File: config.mk
export PLATFORM = sky130hd
export DESIGN_NAME = hi_lo_unit_flat
export DESIGN_NICKNAME = d
export VERILOG_FILES = /design/src/rtl/hi_lo_pkg.sv /design/src/rtl/hi_lo_unit_if.sv /design/src/rtl/hi_lo_accum.sv /design/src/rtl/hi_lo_unit.sv /design/src/flat_wrapper.sv
export SDC_FILE = /design/constraint.sdc
export NUM_CORES = 1
export LEC_CHECK = 0
export BUFFER_PORTS_ARGS = -buffer_cell sky130_fd_sc_hd__buf_4
export CORE_ASPECT_RATIO = 1.75
export CORE_MARGIN = 2
export CORE_UTILIZATION = 53
export CTS_CLUSTER_DIAMETER = 120
export CTS_CLUSTER_SIZE = 10
export DETAILED_ROUTE_END_ITERATION = 8
export HOLD_SLACK_MARGIN = 0.06
export PLACE_DENSITY = 0.76
export SKIP_CTS_REPAIR_TIMING = 1
export SLEW_MARGIN = 20
export SYNTH_ARGS = -nofsm -noshare
export SYNTH_HDL_FRONTEND = slang
export SYNTH_SLANG_ARGS = --single-unit
File: constraint.sdc
create_clock -name Clk -period 4.8 [get_ports Clk]
set_input_delay 0 -clock Clk [delete_from_list [all_inputs] [get_ports Clk]]
set_output_delay 0 -clock Clk [all_outputs]
set_load 0.01 [all_outputs]
File: src/rtl/hi_lo_pkg.sv
// Shared definitions for the HI/LO register unit: op encodings,
// default datapath width and the op-validity helper.
package hi_lo_pkg;

    localparam int HILO_WIDTH = 32;

    typedef enum logic [2:0] {
        HILO_NOP  = 3'b000,
        HILO_MULT = 3'b001,
        HILO_MADD = 3'b010,
        HILO_MSUB = 3'b011,
        HILO_MTHI = 3'b100,
        HILO_MTLO = 3'b101
    } hilo_op_e;

    // Codes 110/111 are reserved and treated exactly like NOP.
    function automatic logic is_valid_op(input logic [2:0] op);
        return (op != 3'b000) && (op <= 3'b101);
    endfunction

endpackage

File: src/rtl/hi_lo_unit_if.sv
// Bundle of the EX/MEM-side signals feeding the HI/LO unit and the
// HI/LO values plus read hazard it returns.
interface hi_lo_unit_if #(
    parameter int WIDTH = hi_lo_pkg::HILO_WIDTH
);
    logic [2:0]         HiLoOp;
    logic [2*WIDTH-1:0] ALUResult;
    logic [WIDTH-1:0]   RsData;
    logic               HiLoRead;
    logic               Flush;
    logic [WIDTH-1:0]   Hi;
    logic [WIDTH-1:0]   Lo;
    logic               Busy;

    modport master (
        output HiLoOp, ALUResult, RsData, HiLoRead, Flush,
        input  Hi, Lo, Busy
    );

    modport slave (
        input  HiLoOp, ALUResult, RsData, HiLoRead, Flush,
        output Hi, Lo, Busy
    );
endinterface

File: src/rtl/hi_lo_accum.sv
// The single 2*WIDTH arithmetic block of the unit: produces the next
// {Hi,Lo} from the current value and the pending op's data.
module hi_lo_accum
    import hi_lo_pkg::*;
#(
    parameter int WIDTH = HILO_WIDTH
) (
    input  hilo_op_e           pOp_i,
    input  logic [2*WIDTH-1:0] acc_i,
    input  logic [2*WIDTH-1:0] data_i,
    output logic [2*WIDTH-1:0] result_o
);

    // Select add, subtract or half/full replacement; wraparound is intended.
    always_comb begin
        result_o = acc_i;
        case (pOp_i)
            HILO_MULT: result_o = data_i;
            HILO_MADD: result_o = acc_i + data_i;
            HILO_MSUB: result_o = acc_i - data_i;
            HILO_MTHI: result_o = {data_i[WIDTH-1:0], acc_i[WIDTH-1:0]};
            HILO_MTLO: result_o = {acc_i[2*WIDTH-1:WIDTH], data_i[WIDTH-1:0]};
            default:   result_o = acc_i;
        endcase
    end

endmodule

File: src/rtl/hi_lo_unit.sv
// Architectural HI/LO registers behind a one-entry pending stage.
// An op presented in cycle n is captured at edge n and committed at
// edge n+1; Busy tells the hazard unit a read would see stale data.
module hi_lo_unit
    import hi_lo_pkg::*;
#(
    parameter int WIDTH = HILO_WIDTH
) (
    input  logic       Clk,
    input  logic       Reset,
    hi_lo_unit_if.slave bus
);

    logic               pValid_q, pValid_d;
    hilo_op_e           pOp_q, pOp_d;
    logic [2*WIDTH-1:0] pData_q, pData_d;
    logic [2*WIDTH-1:0] hiLo_q, hiLo_d;
    logic [2*WIDTH-1:0] accResult;
    logic               opValid;

    assign opValid = is_valid_op(bus.HiLoOp);

    hi_lo_accum #(.WIDTH(WIDTH)) uAccum (
        .pOp_i    (pOp_q),
        .acc_i    (hiLo_q),
        .data_i   (pData_q),
        .result_o (accResult)
    );

    // Capture the incoming op into the pending slot unless flushed or a NOP.
    always_comb begin
        pValid_d = 1'b0;
        pOp_d    = HILO_NOP;
        pData_d  = pData_q;
        if (!bus.Flush && opValid) begin
            pValid_d = 1'b1;
            pOp_d    = hilo_op_e'(bus.HiLoOp);
            if (bus.HiLoOp == HILO_MTHI || bus.HiLoOp == HILO_MTLO)
                pData_d = {bus.RsData, bus.RsData};
            else
                pData_d = bus.ALUResult;
        end
    end

    // Commit the pending op against the registered Hi/Lo; a flush freezes them.
    always_comb begin
        hiLo_d = hiLo_q;
        if (pValid_q && !bus.Flush)
            hiLo_d = accResult;
    end

    // State registers; reset drops any pending entry with no partial commit.
    always_ff @(posedge Clk or negedge Reset) begin
        if (!Reset) begin
            pValid_q <= 1'b0;
            pOp_q    <= HILO_NOP;
            pData_q  <= '0;
            hiLo_q   <= '0;
        end else begin
            pValid_q <= pValid_d;
            pOp_q    <= pOp_d;
            pData_q  <= pData_d;
            hiLo_q   <= hiLo_d;
        end
    end

    assign bus.Hi   = hiLo_q[2*WIDTH-1:WIDTH];
    assign bus.Lo   = hiLo_q[WIDTH-1:0];
    assign bus.Busy = Reset & bus.HiLoRead & (pValid_q | opValid);

endmodule

File: src/flat_wrapper.sv
// flat-port wrapper written by rule: the top's interface ports become plain ports
module hi_lo_unit_flat import hi_lo_pkg::*;
#(
    parameter int WIDTH = HILO_WIDTH
)
  (Clk, Reset, bus_HiLoOp, bus_ALUResult, bus_RsData, bus_HiLoRead, bus_Flush, bus_Hi, bus_Lo, bus_Busy);
  hi_lo_unit_if #(.WIDTH(WIDTH)) bus_i ();
  input  logic Clk;
  input  logic Reset;
  input wire logic [$bits(bus_i.HiLoOp)-1:0] bus_HiLoOp;
  input wire logic [$bits(bus_i.ALUResult)-1:0] bus_ALUResult;
  input wire logic [$bits(bus_i.RsData)-1:0] bus_RsData;
  input wire logic [$bits(bus_i.HiLoRead)-1:0] bus_HiLoRead;
  input wire logic [$bits(bus_i.Flush)-1:0] bus_Flush;
  output wire logic [$bits(bus_i.Hi)-1:0] bus_Hi;
  output wire logic [$bits(bus_i.Lo)-1:0] bus_Lo;
  output wire logic [$bits(bus_i.Busy)-1:0] bus_Busy;
  assign bus_i.HiLoOp = bus_HiLoOp;
  assign bus_i.ALUResult = bus_ALUResult;
  assign bus_i.RsData = bus_RsData;
  assign bus_i.HiLoRead = bus_HiLoRead;
  assign bus_i.Flush = bus_Flush;
  assign bus_Hi = bus_i.Hi;
  assign bus_Lo = bus_i.Lo;
  assign bus_Busy = bus_i.Busy;
  hi_lo_unit #(.WIDTH(WIDTH)) u_core (.Clk(Clk), .Reset(Reset), .bus(bus_i));
endmodule
==> qor.csv, run 1 <==
stage,metric,value,unit
die,die-height,197,µm
synth,yosysTopAreaCell,dfrtp_1,
synth,synth.top_cell.area_share,29.2,%
synth,synthTopCellsByArea,"dfrtp_1 (29%), a21oi_1 (11%), ha_1 (7.2%), nor2_1 (4.6%), o21ai_0 (4.6%)",
die,start_util,54.1,%
synth,postSynth.asyncResetShare,100,%
outcome,status,stopped before the end,
sta,worstEndpointGrtRepair,u_core.hiLo_q[63]$_DFFE_PN0P_/D,
placed_design,gp_congestion,1.02,
synth,synthDistinctLibCells,71,
clock_network,htreeDepth,4,
global_route,grt_usage,64.4,%
synth,synth-edff-count,0,
synth,netlist_instances,1471,
clock_network,numCtsBuffers,17,
placed_design,dp.final_hpwl,39.4,mm
clock_network,cts_sinks,132,
die,die_w,115,µm
synth,syn_area,11300,µm²
synth,syn_avg_cell_area,7.70,µm²
placed_design,io_buffers,167,
synth,ys_ff_latch,132,
global_route,grt_overflow,9,
clock_network,cts_root_buf,clkbuf_16,
die,ios,168,
die,rows,70,
outcome,stop_stage,5_1_grt,
synth,yosysSeqAreaShare,29.2,%
synth,synth_nets,1640,
clock_network,cts_buffer_depth,2,
outcome,error,[ERROR GRT-0232] Routing congestion too high. Check the congestion heatmap in the GUI.,
synth,synth-warning-count,0,
sta,worst_endpoint_kind,register data pin,
synth,synthFlopType,dfrtp_1,
global_route,grt_max_degree,68,
[routing by layer]
metal  GRT overflow  GRT usage (%)
met4              2           74.1
met2              7           89.1
met5              0           9.66
met1              0           59.7
met3              0           37.9
[kinds of logic after synthesis]
group	after synthesis	synth area share [%]
mux	1	0.0884
flops	132	29.2
buf+inv	133	4.44
compound gates	555	30.0
simple gates	470	20.1
xor+xnor	114	8.82
fa+ha+maj	66	7.36
[cells in the mapped netlist (9+ instances only)]
cell type,n
a21oi_1,241
nor2_1,140
dfrtp_1,132
nand2_1,131
o21ai_0,105
clkbuf_1,93
ha_1,65
xnor2_1,58
xor2_1,56
and2_1,36
inv_1,35
and3_1,33
nor3_1,31
a21o_1,28
a22oi_1,24
a221oi_1,19
nand3_1,19
o31ai_1,19
o21bai_1,17
nand4_1,14
a31oi_1,11
nand2b_1,11
o221ai_1,11
or2_2,10
a211oi_1,9
nor2b_1,9
[stage by stage]
stage / util, % / hold WS, ns / cells / instance area, µm² / setup WS (ns)
2_1_floorplan: - / -0.296 / 1471 / 11400 / -0.191
3_3_place_gp: 71.0 / 0.145 / 2091 / 14900 / -0.403
3_5_place_dp: 71.0 / 0.154 / 2091 / 14900 / -0.521
4_1_cts: 73.8 / -0.321 / 2123 / 15500 / -0.549
==> inputs of run 2 (changes only) <==
Settings changed: CORE_ASPECT_RATIO 1.75 to unset, CORE_UTILIZATION 53 to 38, CTS_CLUSTER_DIAMETER 120 to unset, CTS_CLUSTER_SIZE 10 to unset, HOLD_SLACK_MARGIN 0.06 to unset, PLACE_DENSITY 0.76 to unset, PLACE_DENSITY_LB_ADDON set to 0.15.
Clock period 4.8 ns to 6.24 ns, I/O delays scaled along.
==> run 2 against run 1 <==
The flow now finishes, with violations (hold timing). Synthesized cell count is the same. Area after synthesis is the same.
==> qor.csv, run 2 <==
stage,metric,value,unit,change
outcome,status,"finished, violations left",,
outcome,violations,hold timing,,
critical_path,max_stage_delay,0.76,ns,
synth,synth-edff-count,0,,unchanged
die,die_w,177,µm,+54%
placed_design,io_buffers,167,,unchanged
clock_network,clk_latency,0.44,ns,
sta,fmax,0.168,GHz,
global_route,grt_first_pass_wirelength,66.4,mm,
synth,yosysMostFrequentCell,a21oi_1,,
critical_path,critPathTopFamily,compound AO/OA/AOI/OAI gates,,
clock_network,numCtsBuffers,17,,unchanged
flow_run,max_cap_viol_count,0,,
synth,synth_nets,1640,,unchanged
critical_path,crit_type,reg2reg,,
critical_path,path_cells,"inv_1, ha_1, or4b_1, or4b_4, o21ai_0, xor2_1, ha_1, a21oi_1, nand2b_1, o32a_1, nor3_1, o21a_1, o31a_1, o21ai_0, mux2i_1, a2111oi_0, o21ai_0",,
sta,fin_setup_tns,0,ns,
synth,ys_ff_latch,132,,unchanged
clock_network,worst_setup_hold_path_clk_slew,0.07,ns,
power,p_per_area,395,nW/µm²,
sta,finalCritPeriodShare,95.1,%,
global_route,antenna_found_initial,0,,
die,rows,63,,-10%
critical_path,path_buf_inv,1,,
routing,ant_nets,0,,
synth,synth.top_cell.area_share,29.2,%,unchanged
layout,fin_cells,2053,,
routing,drt-total-wl,45.1,mm,
sta,finalCriticalPeriod,5.94,ns,
routing,first_pass_iters,6,,
die,die-area,31200,µm²,
synth,synth-warning-count,0,,unchanged
synth,synth_commonest_cells,"a21oi_1 (241), nor2_1 (140), dfrtp_1 (132), nand2_1 (131), o21ai_0 (105)",,
layout,final_common_cell,a21oi_1,,
synth,netlist_instances,1471,,unchanged
critical_path,startpoint_type,flop,,
routing,drtIter0Drc,1200,,
sta,rsz0062_at_grt,no,,
routing,via_per_inst,5.85,,
layout,fillers,2970,,
die,start_util,38.4,%,-16 points
clock_network,cts_buffer_depth,2,,unchanged
clock_network,cts_sinks,132,,unchanged
critical_path,critPathMaxFanout,8,,
global_route,grt_pass1_vias,11100,,
synth,yosysTopAreaCell,dfrtp_1,,
routing,drc,0,,
die,die-height,177,µm,-11%
placed_design,place_inst,1957,,-6.4%
clock_network,htreeDepth,4,,unchanged
die,ios,168,,unchanged
layout,final_net_count,1820,,
layout,synthToLayoutAreaGrowth,25.3,%,
clock_network,cts_tree,yes,,
global_route,grt_overflow,0,,
critical_path,path_common_cell,o21ai_0,,
sta,skew,0.0130,ns,
power,peakVddDrop,0.000185,V,
routing,route.vias.total,12000,,
synth,synthTopCellsByArea,"dfrtp_1 (29%), a21oi_1 (11%), ha_1 (7.2%), nor2_1 (4.6%), o21ai_0 (4.6%)",,
sta,relSlewSlack,44.9,%,
critical_path,end_kind,flop,,
synth,synthFlopType,dfrtp_1,,
synth,postSynth.asyncResetShare,100,%,unchanged
synth,yosysSeqAreaShare,29.2,%,unchanged
placed_design,dp.final_hpwl,35.1,mm,-11%
sta,worst_pin_slew,0.826,ns,
synth,syn_avg_cell_area,7.70,µm²,unchanged
clock_network,cts_root_buf,clkbuf_16,,
layout,reg.largest.list,"u_core.hiLo_q (64), u_core.pData_q (64), u_core.pOp_q (3)",,
critical_path,slowest_stage,a2111oi_0,,
global_route,grt_usage,28.2,%,
layout,utilization,48.1,%,
sta,drv_slew,0,,
critical_path,worstPathRequired,6.49,ns,
sta,fin_hold_ws,-0.0191,ns,
critical_path,crit_arrival,6.18,ns,
global_route,grt_max_degree,77,,
synth,syn_area,11300,µm²,unchanged
sta,setup_viol,0,,
layout,final_cell_mix,"a21oi_1 (241), buf_4 (193), nor2_1 (139), dfrtp_1 (132), nand2_1 (131)",,
layout,drive_gt1_share,15.3,%,
placed_design,gp_congestion,0.958,,-6.2%
layout,antennaDiodeCount,0,,
worst_hold_path,min_path_type,in2reg,,
die,core,29500,µm²,
sta,hold_viol_final,12,,
synth,synthDistinctLibCells,71,,unchanged
power,p_leak,6.32,nW,
routing,wl_per_cell,22.0,µm,
-- run 2: cell counts after synthesis --
Identical to the previous run, type by type.
-- run 2: path summary, 6_finish.rpt --
check | cells past startpoint | slack, ns | to | start
worst max-delay path | 17 | 0.30 | u_core.hiLo_q[35]$_DFFE_PN0P_ | u_core.pData_q[0]$_DFFE_PN0P_
worst min-delay path | 4 | -0.02 | u_core.pData_q[55]$_DFFE_PN0P_ | bus_RsData[23]
worst max register to register | 17 | 0.30 | u_core.hiLo_q[35]$_DFFE_PN0P_ | u_core.pData_q[0]$_DFFE_PN0P_
worst min register to register | 2 | 0.52 | u_core.hiLo_q[6]$_DFFE_PN0P_ | u_core.hiLo_q[6]$_DFFE_PN0P_
max in group asynchronous | 3 | 4.74 | u_core.pData_q[52]$_DFFE_PN0P_ | Reset
min in group asynchronous | 2 | 0.19 | u_core.hiLo_q[32]$_DFFE_PN0P_ | Reset
-- run 2: routing by layer --
metal  share of wire [%]  global-route usage (%)  routed length, µm
met5                   0                       0                  0
met4                 3.4                    9.81               1530
met3                 8.4                    6.04               3810
met2                  44                    42.6              19700
met1                  45                    39.7              20100
-- run 2: worst min-delay path, delay by kind of cell --
kind | cells | cell delay, ns
compound gates | 2 | 0.16
simple gates | 1 | 0.12
buf+inv | 1 | 0.07
-- run 2: kinds of logic (layout without fill, tap and decap cells) --
| family | Yosys count | after routing | share of synthesized area (%) |
|---|---|---|---|
| buf+inv | 133 | 325 | 4.44 |
| mux | 1 | 1 | 0.0884 |
| compound gates | 555 | 555 | 30.0 |
| simple gates | 470 | 470 | 20.1 |
| flops | 132 | 132 | 29.2 |
| fa+ha+maj | 66 | 66 | 7.36 |
| xor+xnor | 114 | 114 | 8.82 |
-- run 2: cell type report --
class | count | area (µm²) | share of cell area (%)
clock inverter | 12 | 146 | 1.03
multi-input combinational | 1206 | 7570 | 53.3
clock buffer | 19 | 443 | 3.12
inverter | 35 | 131 | 0.926
timing repair buffer | 259 | 2110 | 14.9
sequential | 132 | 3300 | 23.3
tap | 390 | 488 | 3.44
-- run 2: per-stage QoR --
step / setup slack, ns / power (mW) / instance area, µm² / hold WS [ns]
5_1_grt: 0.0126 / 5.97 / 14200 / 0.00647
4_1_cts: 0.259 / 5.50 / 13500 / -0.350
6_report: 0.304 / 5.60 / 14200 / -0.0191
3_3_place_gp: 0.366 / 4.47 / 12900 / 0.106
3_5_place_dp: 0.259 / 4.44 / 12900 / 0.110
2_1_floorplan: 1.13 / 3.38 / 11300 / -0.296
-- run 2: report_power, final --
group / total, mW / internal, mW / switching, mW
logic: 3.19 / 1.31 / 1.87
clock network: 1.04 / 0.607 / 0.434
registers: 1.38 / 1.06 / 0.312
Power figures use the tool's default switching activity.
==> inputs of run 3 (changes only) <==
Settings changed: BUFFER_PORTS_ARGS -buffer_cell sky130_fd_sc_hd__buf_4 to unset, DONT_BUFFER_PORTS set to 1.
==> run 3 against run 2 <==
The run still ends with hold timing left. Flip-flop and latch count is the same. Sequential share of layout area grew 1.2 points. Maximum frequency increased by 1.6%. Global-route usage fell by 0.29 points. Non-clock buffer count fell by 112. Design area decreased by 4.8%. Core utilization shrank 2.3 points. Wire length about the same. Count of clock-buffer cells in the layout is the same. Critical endpoint is now u_core.hiLo_q[58]$_DFFE_PN0P_. Highest routed layer is now met5.
==> qor.csv, run 3 (same netlist as run 2, synthesis figures left out) <==
stage,metric,value,unit,change
outcome,status,"finished, violations left",,
outcome,violations,hold timing,,
sta,fin_setup_tns,0,ns,unchanged
global_route,grt_usage,27.9,%,-0.29 points
sta,finalCriticalPeriod,5.84,ns,-0.0954 ns
global_route,antenna_found_initial,2,,+2
placed_design,place_inst,1787,,-8.7%
critical_path,worstPathRequired,6.56,ns,+0.07 ns
global_route,grt_first_pass_wirelength,64.9,mm,-2.3%
sta,rsz0062_at_grt,no,,
layout,reg.largest.list,"u_core.hiLo_q (64), u_core.pData_q (64), u_core.pOp_q (3)",,
sta,fmax,0.171,GHz,+1.6%
layout,fin_cells,1942,,-5.4%
layout,seqCellArea,3300,µm²,unchanged
layout,multi_input_area,7570,µm²,unchanged
routing,via_per_inst,6.00,,+2.6%
critical_path,worstSetupStartpoint,u_core.pData_q[14]$_DFFE_PN0P_,,
placed_design,io_buffers,0,,-100%
sta,drv_slew,0,,unchanged
routing,wl_per_cell,23.2,µm,+5.6%
die,rows,63,,unchanged
global_route,grt_overflow,0,,unchanged
routing,drt-total-wl,45.1,mm,about the same
power,p_leak,5.73,nW,-9.4%
clock_network,numCtsBuffers,17,,unchanged
sta,worst_pin_slew,0.839,ns,+0.0123 ns
clock_network,cts_buffer_depth,2,,unchanged
routing,drc,0,,unchanged
routing,route.vias.total,11700,,-2.9%
worst_hold_path,min_path_type,in2reg,,
die,die-area,31200,µm²,unchanged
global_route,busiest_layer,met2,,
die,die-height,177,µm,unchanged
power,power.internal,2.80,mW,-6.1%
placed_design,gp_congestion,0.986,,+2.8%
power,p_per_area,398,nW/µm²,+0.89%
sta,fin_hold_ws,-0.0611,ns,-0.0420 ns
clock_network,clk_latency,0.45,ns,about the same
global_route,use_met3,7.56,%,+1.5 points
layout,antennaDiodeCount,0,,unchanged
worst_hold_path,hp-start,bus_RsData[25],,
clock_network,cts_root_buf,clkbuf_16,,
placed_design,dp.final_hpwl,33.9,mm,-3.2%
power,power_frac_seq,27.3,%,+2.7 points
critical_path,r2r_start,u_core.pData_q[14]$_DFFE_PN0P_,,
layout,synthToLayoutAreaGrowth,19.3,%,
die,die_w,177,µm,unchanged
die,core,29500,µm²,unchanged
routing,first_pass_iters,5,,-1
sta,finalCritPeriodShare,93.6,%,-1.5 points
clock_network,htreeDepth,4,,unchanged
critical_path,critPathMaxFanout,7,,-1
sta,relSlewSlack,44.0,%,-0.82 points
sta,setup_viol,0,,unchanged
clock_network,cts_sinks,132,,unchanged
global_route,grt_use_met1,39.1,%,-0.56 points
layout,final_cell_mix,"a21oi_1 (241), nor2_1 (139), dfrtp_1 (132), nand2_1 (131), dlygate4sd3_1 (122)",,
layout,final_net_count,1708,,-6.2%
die,start_util,38.4,%,unchanged
power,power_frac_comb,53.2,%,-3.7 points
global_route,grt_pass1_vias,10500,,-4.8%
sta,skew,0.0187,ns,+0.00565 ns
power,power.total,5.38,mW,-3.9%
routing,ant_nets,0,,unchanged
die,ios,168,,unchanged
critical_path,startpoint_type,flop,,
power,peakVddDrop,0.000188,V,+2.0%
global_route,met2_usage,40.0,%,-2.6 points
power,switching_share,47.9,%,+1.2 points
power,p_clk_share,19.6,%,+1.0 points
power,power_switching,2.58,mW,-1.5%
clock_network,cts_tree,yes,,
sta,hold_viol_final,4,,-8
routing,drtIter0Drc,1037,,-14%
critical_path,crit_arrival,6.16,ns,-0.02 ns
flow_run,max_cap_viol_count,0,,unchanged
layout,final_common_cell,a21oi_1,,
clock_network,worst_setup_hold_path_clk_slew,0.06,ns,about the same
global_route,grt_max_degree,134,,+74%
critical_path,crit_type,reg2reg,,
layout,drive_gt1_share,5.54,%,-9.8 points
layout,fillers,2948,,-0.74%
critical_path,end_kind,flop,,
-- run 3: layer usage --
layer  part of all wire, %  routed length (µm)
met1                    44               19700
met2                    43               19600
met3                   9.1                4090
met4                   3.7                1680
met5                 0.060                  27
-- run 3: critical path: stages, from the launching register on --
cell,delay [ns]
dfrtp_1,0.45
or4_4,0.56
or4b_4,0.51
and4bb_1,0.38
nor4b_4,0.37
a21oi_1,0.15
xnor2_1,0.26
ha_1,0.36
a21o_1,0.19
a21oi_1,0.14
o21bai_1,0.11
or4_1,0.51
a2111oi_1,0.66
nor3_1,0.23
a31o_2,0.32
xor2_1,0.14
a221oi_1,0.28
a21oi_1,0.11
-- run 3: layout make-up --
type / instances / share of cell area (%)
repair buffers: 147 / 10.6
multi-input cells: 1206 / 56.0
well taps: 390 / 3.61
inverters: 35 / 0.972
clock buffers: 19 / 3.28
flip-flops and latches: 132 / 24.4
clock inverters: 13 / 1.10
-- run 3: path summary, 6_finish.rpt --
path	endpoint	slack, ns	cells after the start
setup / recovery	u_core.hiLo_q[58]$_DFFE_PN0P_	0.40	17
setup reg to reg	u_core.hiLo_q[58]$_DFFE_PN0P_	0.40	17
max in group asynchronous	u_core.pData_q[20]$_DFFE_PN0P_	5.44	2
hold reg to reg	u_core.hiLo_q[6]$_DFFE_PN0P_	0.59	2
min in group asynchronous	u_core.hiLo_q[26]$_DFFE_PN0P_	0.19	2
hold / removal	u_core.pData_q[25]$_DFFE_PN0P_	-0.06	3
-- run 3: power by group through the flow --
stage               Sequential, mW  Combinational, mW  Clock (mW)
finish                        1.47               2.86        1.05
global route                  1.50               3.16        1.10
CTS                           1.47               2.71        1.06
detailed placement            1.48               2.69           0
global placement              1.48               2.71           0
floorplan                     1.32               2.06           0
-- run 3: stage by stage --
| stage | cell area (µm²) | setup slack (ns) | utilization (%) |
|---|---|---|---|
| floorplan | 11300 | 1.13 | - |
| global placement | 11700 | 0.402 | 39.6 |
| CTS | 12300 | 0.238 | 41.6 |
| detailed placement | 11700 | 0.261 | 39.6 |
| finish | 13500 | 0.399 | 45.8 |
| global route | 13500 | 0.0370 | 45.8 |
==> inputs of run 4 (changes only) <==
--- a/config.mk
+++ b/config.mk
@@ -6,4 +6,6 @@
 export NUM_CORES = 1
 export LEC_CHECK = 0
+export CELL_PAD_IN_SITES_DETAIL_PLACEMENT = 2
+export CELL_PAD_IN_SITES_GLOBAL_PLACEMENT = 2
 export CORE_MARGIN = 2
 export CORE_UTILIZATION = 38
==> constraint.sdc (replaced) <==
create_clock -name Clk -period 6.24 [get_ports Clk]
set_input_delay 0.624 -clock Clk [delete_from_list [all_inputs] [get_ports Clk]]
set_output_delay 0.624 -clock Clk [all_outputs]
set_load 0.01 [all_outputs]
==> run 4 against run 3 <==
Die area unchanged. Critical path type unchanged. Worst setup slack got worse by 0.20 ns. Maximum frequency decreased by 3.4%. Critical endpoint is now u_core.hiLo_q[35]$_DFFE_PN0P_. First-iteration DRC count decreased by 7.8%. The run now ends clean.
==> qor.csv, run 4 (same netlist as run 2, synthesis figures left out) <==
stage,metric,value,unit,change
clock_network,cts_root_buf,clkbuf_16,,
sta,fmax,0.165,GHz,-3.4%
clock_network,clk_latency,0.45,ns,about the same
critical_path,crit_type,reg2reg,,
critical_path,slowest_stage,a2111oi_2,,
layout,final_common_cell,a21oi_1,,
worst_hold_path,min_path_type,in2async,,
die,start_util,38.4,%,unchanged
sta,relSlewSlack,30.1,%,-14 points
power,peakVddDrop,0.000202,V,+7.4%
placed_design,dpl_worst_slack,0.0325,ns,-0.229 ns
die,core,29500,µm²,unchanged
sta,finalCritPeriodShare,96.9,%,+3.3 points
routing,route.vias.total,11600,,-0.49%
sta,fin_hold_ws,0.158,ns,+0.219 ns
clock_network,cts_sinks,132,,unchanged
sta,finalCriticalPeriod,6.04,ns,+0.203 ns
routing,ant_nets,0,,unchanged
layout,synthToLayoutAreaGrowth,8.68,%,
routing,first_pass_iters,5,,unchanged
layout,reg.largest.list,"u_core.hiLo_q (64), u_core.pData_q (64), u_core.pOp_q (3)",,
clock_network,worst_setup_hold_path_clk_slew,0.07,ns,about the same
layout,final_cell_mix,"a21oi_1 (240), nor2_1 (139), dfrtp_1 (132), nand2_1 (131), o21ai_0 (103)",,
critical_path,critPathMaxFanout,8,,+1
routing,via_per_inst,6.36,,+5.9%
critical_path,worstPathRequired,6.54,ns,-0.02 ns
global_route,grt_usage,32.7,%,+4.8 points
sta,hold_viol_final,0,,-4
sta,setup_viol,0,,unchanged
placed_design,place_inst,1791,,+0.22%
power,p_per_area,445,nW/µm²,+12%
placed_design,dp.final_hpwl,39.3,mm,+16%
die,die_w,177,µm,unchanged
die,die-area,31200,µm²,unchanged
layout,antennaDiodeCount,0,,unchanged
placed_design,postPlaceCellArea,11700,µm²,+0.26%
global_route,grt_pass1_vias,12000,,+14%
layout,final_net_count,1590,,-6.9%
die,rows,63,,unchanged
routing,drc,0,,unchanged
clock_network,cts_buffer_depth,2,,unchanged
placed_design,gp_congestion,0.928,,-5.9%
clock_network,htreeDepth,4,,unchanged
clock_network,numCtsBuffers,17,,unchanged
sta,skew,0.0148,ns,-0.00386 ns
sta,drv_slew,0,,unchanged
layout,drive_gt1_share,6.56,%,+1.0 points
routing,drt-total-wl,50.6,mm,+12%
global_route,antenna_found_initial,2,,unchanged
layout,fin_cells,1824,,-6.1%
power,p_leak,5.25,nW,-8.5%
clock_network,cts_tree,yes,,
sta,rsz0062_at_grt,no,,
sta,fin_setup_tns,0,ns,unchanged
critical_path,startpoint_type,flop,,
placed_design,io_buffers,0,,unchanged
die,ios,168,,unchanged
layout,fillers,3428,,+16%
layout,design_area,12300,µm²,-8.9%
sta,fin_ws,0.196,ns,-0.203 ns
critical_path,path_cells,"inv_1, ha_1, or4b_1, or4b_4, o21ai_0, xor2_1, ha_1, a21oi_1, nand2b_1, o32a_1, nor3_1, o21a_1, buf_4, o31a_1, o21ai_0, mux2i_1, a2111oi_2, o21ai_0",,
routing,wl_per_cell,27.7,µm,+19%
sta,worst_pin_slew,1.05,ns,+0.208 ns
critical_path,crit_arrival,6.35,ns,+0.19 ns
critical_path,end_kind,flop,,
critical_path,max_stage_delay,0.64,ns,-0.02 ns
die,die-height,177,µm,unchanged
global_route,grt_max_degree,134,,unchanged
outcome,status,"complete, no violations",,
routing,drtIter0Drc,956,,-7.8%
flow_run,max_cap_viol_count,0,,unchanged
critical_path,path_common_cell,o21ai_0,,
global_route,grt_overflow,0,,unchanged
global_route,grt_first_pass_wirelength,76.5,mm,+18%
[run 4: cell types whose count changed in the layout (fill, tap and decap cells not counted), sizes merged]
| cell | before | now |
|---|---|---|
| clkinv | 4 | 3 |
| buf | 25 | 29 |
| bufinv | 2 | 0 |
| clkinvlp | 3 | 1 |
| clkbuf | 19 | 18 |
| dlygate4sd3 | 122 | 0 |
| inv | 39 | 45 |
[run 4: final cells by class]
| type | count | area (µm²) | share of cell area, % |
|---|---|---|---|
| tap | 390 | 488 | 3.96 |
| clock inverter | 14 | 131 | 1.07 |
| inverter | 35 | 131 | 1.07 |
| multi-input combinational | 1206 | 7590 | 61.6 |
| clock buffer | 18 | 429 | 3.49 |
| timing repair buffer | 29 | 238 | 1.93 |
| sequential | 132 | 3300 | 26.8 |
[run 4: layer usage]
metal	track usage [%]	part of all wire (%)	up-vias
met5	0	0	-
met2	51.3	45	365
li1	-	-	5267
met1	46.8	47	5916
met3	4.60	5.5	51
met4	9.33	2.3	0
[run 4: where the power goes]
part / leakage (nW) / total, mW / internal, mW / switching (mW)
registers: 1.56 / 1.48 / 1.06 / 0.415
logic: 3.42 / 2.98 / 1.09 / 1.89
clock network: 0.275 / 1.02 / 0.528 / 0.487
[run 4: worst max-delay path, delay by kind of cell (launching register included)]
family | cells | cell delay [ns]
buf+inv | 2 | 0.29
xor+xnor | 1 | 0.22
fa+ha+maj | 2 | 0.54
compound gates | 8 | 2.38
mux | 1 | 0.27
flops | 1 | 0.46
simple gates | 4 | 1.70
[run 4: metrics by stage]
stage	power (mW)	util (%)
floorplan	3.38	-
global placement	4.26	39.7
detailed placement	4.35	39.7
CTS	5.40	41.6
global route	5.83	41.8
finish	5.47	41.8
[run 4: final timing paths]
kind,startpoint,endpoint,slack [ns],cells past startpoint
max reg2reg,u_core.pData_q[0]$_DFFE_PN0P_,u_core.hiLo_q[35]$_DFFE_PN0P_,0.20,18
min reg2reg,u_core.hiLo_q[12]$_DFFE_PN0P_,u_core.hiLo_q[12]$_DFFE_PN0P_,0.58,2
min,Reset,u_core.hiLo_q[11]$_DFFE_PN0P_,0.16,1
min in group Clk,bus_Flush,u_core.pOp_q[2]$_DFF_PN0_,0.23,1
max,u_core.pData_q[0]$_DFFE_PN0P_,u_core.hiLo_q[35]$_DFFE_PN0P_,0.20,18
max in group asynchronous,Reset,u_core.hiLo_q[40]$_DFFE_PN0P_,5.51,1
